==> src/rtl/branch_unit.sv <==
// rtl/branch_unit.sv - two-stage pipelined RV branch/jump resolution unit
// Define BRANCH_STATS_EN to add saturating branch/taken/mispredict counters.
module branch_unit #(
  parameter int XLEN   = 32,
  parameter int STAT_W = 32
) (
  input  logic            clk,
  input  logic            rst_n,
  input  logic            flush,
  input  logic            in_valid,
  output logic            in_ready,
  input  logic [1:0]      in_kind,
  input  logic [2:0]      in_funct3,
  input  logic [XLEN-1:0] in_rs1,
  input  logic [XLEN-1:0] in_rs2,
  input  logic [XLEN-1:0] in_pc,
  input  logic [XLEN-1:0] in_imm,
  input  logic            in_pred_taken,
  output logic            out_valid,
  input  logic            out_ready,
  output logic            out_taken,
  output logic [XLEN-1:0] out_target,
  output logic [XLEN-1:0] out_link,
  output logic            out_mispredict,
  output logic            out_illegal
`ifdef BRANCH_STATS_EN
  ,
  output logic [STAT_W-1:0] stat_branches,
  output logic [STAT_W-1:0] stat_taken,
  output logic [STAT_W-1:0] stat_mispredict
`endif
);

  typedef enum logic [1:0] {
    KIND_BR   = 2'b00,
    KIND_JAL  = 2'b01,
    KIND_JALR = 2'b10,
    KIND_RSVD = 2'b11
  } kind_e;

  if (XLEN < 4 || STAT_W < 1) begin : g_param_check
    $error("branch_unit: XLEN must be >= 4 and STAT_W >= 1");
  end

  // Stage-0 combinational resolution
  logic            eq, lt_s, lt_u;
  logic [XLEN-1:0] pc_imm, rs1_imm, link_c, target_c;
  logic            taken_c, illegal_c;

  assign eq      = (in_rs1 == in_rs2);
  assign lt_s    = ($signed(in_rs1) < $signed(in_rs2));
  assign lt_u    = (in_rs1 < in_rs2);
  assign pc_imm  = in_pc + in_imm;
  assign rs1_imm = in_rs1 + in_imm;
  assign link_c  = in_pc + XLEN'(4);

  always_comb begin
    taken_c   = 1'b0;
    illegal_c = 1'b0;
    target_c  = pc_imm;
    unique case (kind_e'(in_kind))
      KIND_BR: begin
        case (in_funct3)
          3'b000:  taken_c = eq;
          3'b001:  taken_c = !eq;
          3'b100:  taken_c = lt_s;
          3'b101:  taken_c = !lt_s;
          3'b110:  taken_c = lt_u;
          3'b111:  taken_c = !lt_u;
          default: illegal_c = 1'b1;
        endcase
      end
      KIND_JAL: taken_c = 1'b1;
      KIND_JALR: begin
        taken_c  = 1'b1;
        target_c = {rs1_imm[XLEN-1:1], 1'b0};
      end
      KIND_RSVD: illegal_c = 1'b1;
    endcase
  end

  // Pipeline control: S2 drains on consumer accept, S1 follows S2
  logic            s1_valid;
  logic            s1_taken, s1_mispredict, s1_illegal;
  logic [XLEN-1:0] s1_target, s1_link;
  logic            s2_load, s1_load;

  assign s2_load  = !out_valid || out_ready;
  assign s1_load  = !s1_valid || s2_load;
  assign in_ready = s1_load;

  always_ff @(posedge clk or negedge rst_n) begin
    if (!rst_n) begin
      s1_valid      <= 1'b0;
      s1_taken      <= 1'b0;
      s1_mispredict <= 1'b0;
      s1_illegal    <= 1'b0;
      s1_target     <= '0;
      s1_link       <= '0;
    end else begin
      if (flush)
        s1_valid <= 1'b0;
      else if (s1_load)
        s1_valid <= in_valid;
      if (s1_load && in_valid) begin
        s1_taken      <= taken_c;
        s1_mispredict <= taken_c ^ in_pred_taken;
        s1_illegal    <= illegal_c;
        s1_target     <= target_c;
        s1_link       <= link_c;
      end
    end
  end

  always_ff @(posedge clk or negedge rst_n) begin
    if (!rst_n) begin
      out_valid      <= 1'b0;
      out_taken      <= 1'b0;
      out_mispredict <= 1'b0;
      out_illegal    <= 1'b0;
      out_target     <= '0;
      out_link       <= '0;
    end else begin
      if (flush)
        out_valid <= 1'b0;
      else if (s2_load)
        out_valid <= s1_valid;
      if (s2_load && s1_valid) begin
        out_taken      <= s1_taken;
        out_mispredict <= s1_mispredict;
        out_illegal    <= s1_illegal;
        out_target     <= s1_target;
        out_link       <= s1_link;
      end
    end
  end

`ifdef BRANCH_STATS_EN
  // Branch flag travels with the entry so counting happens at retirement
  logic s1_is_branch, out_is_branch, retire;

  assign retire = out_valid && out_ready && !flush;

  always_ff @(posedge clk or negedge rst_n) begin
    if (!rst_n) begin
      s1_is_branch  <= 1'b0;
      out_is_branch <= 1'b0;
    end else begin
      if (s1_load && in_valid)
        s1_is_branch <= (in_kind == KIND_BR);
      if (s2_load && s1_valid)
        out_is_branch <= s1_is_branch;
    end
  end

  always_ff @(posedge clk or negedge rst_n) begin
    if (!rst_n) begin
      stat_branches   <= '0;
      stat_taken      <= '0;
      stat_mispredict <= '0;
    end else if (retire) begin
      if (out_is_branch && !(&stat_branches))
        stat_branches <= stat_branches + 1'b1;
      if (out_taken && !(&stat_taken))
        stat_taken <= stat_taken + 1'b1;
      if (out_mispredict && !(&stat_mispredict))
        stat_mispredict <= stat_mispredict + 1'b1;
    end
  end
`endif

endmodule

==> config.mk <==
export PLATFORM = sky130hd
export DESIGN_NAME = branch_unit
export DESIGN_NICKNAME = d
export VERILOG_FILES = /design/src/rtl/branch_unit.sv
export SDC_FILE = /design/constraint.sdc
export NUM_CORES = 1
export LEC_CHECK = 0
export CORE_ASPECT_RATIO = 0.7
export CORE_MARGIN = 2
export CORE_UTILIZATION = 36
export DETAILED_ROUTE_END_ITERATION = 10
export PLACE_DENSITY = 0.6
export SYNTH_ARGS = -nofsm -noshare
export SYNTH_HDL_FRONTEND = slang
export SYNTH_SLANG_ARGS = --single-unit
==> constraint.sdc <==
create_clock -name clk -period 2.6 [get_ports clk]
set_clock_uncertainty 0.15 [all_clocks]
set_input_delay 0.26 -clock clk [delete_from_list [all_inputs] [get_ports clk]]
set_output_delay 0.26 -clock clk [all_outputs]
set_load 0.05 [all_outputs]
After elaboration in Yosys (flattened, before gate mapping)
Index checks and enable logic that the tools add are counted.

Reductions and logical operators: 15. Equal/unequal tests: 9. Order comparisons: 2. Muxes and demuxes: 9. Add/subtract/negate cells: 3. Bitwise operators: 1.

Operators with widths (count): $add A32 B32 Y32 (2); $lt A32 B32 Y1 (2); $add A32 B3 Y32 const B (1); $eq A32 B32 Y1 (1); $mux W32 (1); $eq A3 B3 Y1 const B (4); $pmux W1 S6 (1); $reduce_or A6 Y1 (1); $logic_not A1 Y1 (5); $mux W1 (5); $eq A2 B2 Y1 const B (2); $pmux W1 S2 (2); $reduce_bool A2 Y1 (2); $eq A3 B1 Y1 const B (1); $logic_not A3 Y1 (1); $eq A2 B1 Y1 const B (1); $logic_and A1 B1 Y1 (2); $logic_not A2 Y1 (1); $logic_or A1 B1 Y1 (2); $reduce_or A2 Y1 (1); $xor A1 B1 Y1 (1).

Logic and storage cells: 51. Input port bits: 139. Register bits after elaboration: 136.

Logic depth before layout (Yosys ltp)
Depth in word-level cells: 5. Mapped depth: 13.

Least setup slack after synthesis
OpenSTA, ideal clock, no wires.

Kind: in2reg. Start point: in in_pc[0]. End point: reg s1_target[30]. Buffers on the path: 0. Cell stages on the path: 13. Data required time: 2.326 ns. Slack: -0.309 ns. Library setup time: 0.124 ns. Data arrival time: 2.635 ns. Cells stage by stage: ha_1 > inv_1 > fa_1 > nand2b_1 > a211oi_1 > o21ai_1 > a311oi_1 > a221oi_2 > a21oi_1 > a21o_1 > a21oi_1 > xnor2_1 > a211o_1.

Longest elaborated chain between the ends: 2.

Ends and longest elaborated chain: start, declared (RTL line 16) `input logic [XLEN-1:0] in_pc,`; $add A32 B32 Y32 (RTL line 53) `assign pc_imm = in_pc + in_imm;`; $mux W32 (RTL line 61) `unique case (kind_e'(in_kind))`; end signal, assigned (RTL line 109) `s1_target <= target_c;`; end, declared (RTL line 85) `logic [XLEN-1:0] s1_target, s1_link;`.

Every way passes these cells. A chain may end at the register's enable or synchronous reset.

Worst setup path after layout
Start point: in in_rs1[9]. End point: reg s1_mispredict.

Longest elaborated chain between the ends: 5. Elaborated cells between the ends (all ways): 9. Those cells by class: 2 x order compare; 1 x eq/ne; 2 x mux; 1 x bitwise; 3 x reduce/logical.

Ends and longest elaborated chain: start, declared (RTL line 14) `input logic [XLEN-1:0] in_rs1,`; $lt A32 B32 Y1, or another cell as far along (RTL line 52) `assign lt_u = (in_rs1 < in_rs2);`; $logic_not A1 Y1 (on tied branches) (RTL line 69, 65, 67); $pmux W1 S6 (*) (RTL line 63) `case (in_funct3)`; $pmux W1 S2 (*) (RTL line 61); $xor A1 B1 Y1 (*) (RTL line 107) `s1_mispredict <= taken_c ^ in_pred_taken;`; end signal, assigned (RTL line 107); end, declared (RTL line 84) `logic s1_taken, s1_mispredict, s1_illegal;`.

Mark *: on every way between the ends. The rest lies on a longest branch, timed or not.

==> impl_metrics.toml <==
[run_status]
outcome = "finished, violations left"
violations = "negative setup slack"

[timing]
fin_crit_ns = 2.70
slew_headroom_pct = 60.5
setup_viol = 3
rsz0062_at_grt = "true"
tightest_slew_ns = 0.590
final_hold_viol_count = 0
fin_ws_ns = -0.0970
max_freq_ghz = 0.371
drv_slew = 0
final.period_utilization_pct = 104

[floorplanning]
dieArea_um2 = 28100
core_area_um2 = 26500
rows = 50
fp.dieW_um = 199
die_h_um = 141
io_pins = 208
start_util_pct = 36.3

[worst_setup_path]
critical_path.top_delay_family = "compound AO/OA/AOI/OAI gates"
path_cells = "buf_2 -> ha_4 -> a21o_1 -> a21o_1 -> a221oi_4 -> nor3_2 -> buf_4 -> a2111oi_4 -> nor2_2 -> or4b_4 -> a31oi_4 -> xnor2_1 -> o21ai_1"
crit_top_cell = "a21o_1"
crit_type = "in -> reg"
worstPathArrival_ns = 2.84
critPathRequiredTime_ns = 2.75
slowest_delay_ns = 0.53
end_kind = "register"
worst_setup_path_start_kind = "input port"
cp_num_buf_inv = 2
cpMaxStageDelayCell = "or4b_4"
crit_path_max_fanout = 2

[synth]
yosysUniqueCellTypes = 68
synthesis.area_um2 = 9630
synth_top_area_share_pct = 35.4
syn_inst = 1035
synth-simple-area-share_pct = 14.4
synthTopCellsByArea = "dfrtp_1, ha_1, mux2_2, nand2_1, xnor2_1"
ys_ff_latch = 136
synth_top_family_by_area = "compound AO/OA/AOI/OAI gates"
synth.mux.area_fraction_pct = 8.16
yosysTopAreaCell = "dfrtp_1"
synthAdderAreaFrac_pct = 13.0
yosysSeqAreaShare_pct = 35.4
synth_compound_area_share_pct = 18.5
synth_flop_cell = "dfrtp_1"
yosys.area_share.xor_xnor_pct = 7.46
yosys_warnings = 0
avgSynthCellArea_um2 = 9.30
synth_nets = 1273
async_reset_ff_share_pct = 100
synth_edf_count = 0

[grt]
grt.total_usage_pct = 22.8
antenna_found_initial = 2
overflow = 0
grt_pass1_wl_um = 49900
grt_max_degree = 85
grt_pass1_vias = 9245

[clock_network]
path_clk_slew_ns = 0.06
ctsHtreeMaxLevel = 4
clock_path_buffers = 2
cts_tree = "built"
clock_latency_ns = 0.41
cts-root-buf = "clkbuf_16"
clock-sinks = 136
cts_inserted_buffers = 17

[finish]
fin_cells = 1870
nets = 1730
syn2layout_area_growth_pct = 63.0
utilization_pct = 59.2
layout-drive-gt1-share_pct = 40.5
final_area_um2 = 15700

[drt]
viasPerCell = 4.95
firstDrtPassIters = 7
wl_per_cell_um = 17.0
drc = 0
antenna_left = 0
first_iter_violations = 475
via_count = 9249
wl_um = 31800

[placement]
dpl.hpwl_um = 25500
place.gp.congestion = 0.905
dp_cells = 1815
pre_cts_ws_ns = -0.970
port_buffers = 207
place_area_um2 = 14100

[hold_path]
hold_class = "in -> reg"

[job]
cap_violations = 0

[power_and_ir_drop]
ir_drop_mv = 0.460
cellLeakagePower_nw = 7.02
power.density_nw_per_um2 = 600
total_power_mw = 9.42
[cells in the final DEF (no fill, tap or decap), types with 13 or more instances in the layout]
cell	count
dfrtp_1	136
nor2_1	48
a21oi_1	37
inv_2	18
dlygate4sd2_1	38
ha_1	40
xnor2_1	44
nand2_1	117
nand3_1	30
clkbuf_16	17
buf_2	13
a21o_1	31
o21ai_0	67
clkdlybuf4s50_1	100
xor2_1	35
mux2_2	68
ha_4	54
a21oi_2	30
clkbuf_2	29
inv_1	24
buf_4	256
nand4_1	13
[logic make-up after synthesis]
logic type | count (synthesis)
AND/OR/NAND/NOR | 293
multiplexers | 70
adder cells (fa/ha/maj) | 99
AO/OA/AOI/OAI | 274
buffers and inverters | 81
flip-flops | 136
XOR/XNOR | 82
[synth_stat cells, types with 3 or more instances]
master and count:
and3_1 10, inv_1 49, ha_1 97, a221o_1 3, o31a_1 3, xnor2_1 46, o211ai_1 6, nand3_1 31
o21a_1 11, nor2b_1 10, o21bai_1 4, nand2_1 125, a31oi_1 10, mux2_2 68, xor2_1 36, o21ai_1 8
nand4_1 13, a21boi_0 3, a211o_1 4, or2_2 4, nand2b_1 9, and2_1 5, o21ai_0 76, or3_1 4
a211oi_1 12, dfrtp_1 136, and4_1 6, nor2_1 52, clkbuf_1 30, a21o_1 31, a21oi_1 69, nor3_1 14
[sequential cells by signal (all words and copies together) (netlist names), 32 cells and up]
name / count
out_link: 32
out_target: 32
s1_link: 32
s1_target: 32
[metrics by stage]
stage	hold slack, ns	setup TNS, ns
after floorplan	-0.186	-0.269
after global placement	0.0936	-17.83
after detailed placement	0.0942	-19.12
after CTS	0.138	-0.0795
after global routing	0.0517	-0.624
final	0.0492	-0.191
[layer usage]
| layer | vias up | global-route usage [%] | wire length, µm |
|---|---|---|---|
| met5 | - | 0 | 11 |
| met4 | 2 | 3.59 | 193 |
| met3 | 20 | 3.37 | 1800 |
| met2 | 216 | 33.3 | 13200 |
| met1 | 4355 | 35.7 | 16600 |
| li1 | 4656 | - | - |
[where the power goes]
part	switching, mW	internal [mW]
logic	2.30	1.79
clock network	0.967	1.56
registers	0.248	2.54
[worst paths after layout]
path	from	to	slack, ns	cells past startpoint
max reg2reg	out_valid	s1_target[16]	0.74	6
max	in_rs1[9]	s1_mispredict	-0.1	13
min reg2reg	s1_target[0]	s1_target[0]	0.32	2
max in group asynchronous	rst_n	out_target[0]	1.32	3
min in group asynchronous	rst_n	out_link[8]	0.23	2
min	in_pc[0]	s1_link[0]	0.05	4
[tightest hold or removal path: stages]
cell and delay, ns:
buf_6 0.08, buf_4 0.10, nand2_1 0.07, nand2_1 0.06
[timing repair]
action,in CTS,in global routing
resized for setup,291,144
pin swaps,107,88
endpoints found under the setup margin,23,20
hold buffers,1,0
endpoints found under the hold margin,49,0
buffers inserted,17,7
[layout make-up]
cell class	count	area (µm²)
repair buffers	470	3870
flip-flops and latches	136	3400
fillers	2325	10800
well taps	364	455
clock inverters	14	185
multi-input cells	818	7140
diodes	1	2.50
inverters	49	201
clock buffers	18	439
Note: power is estimated with default switching activity, not from simulation.
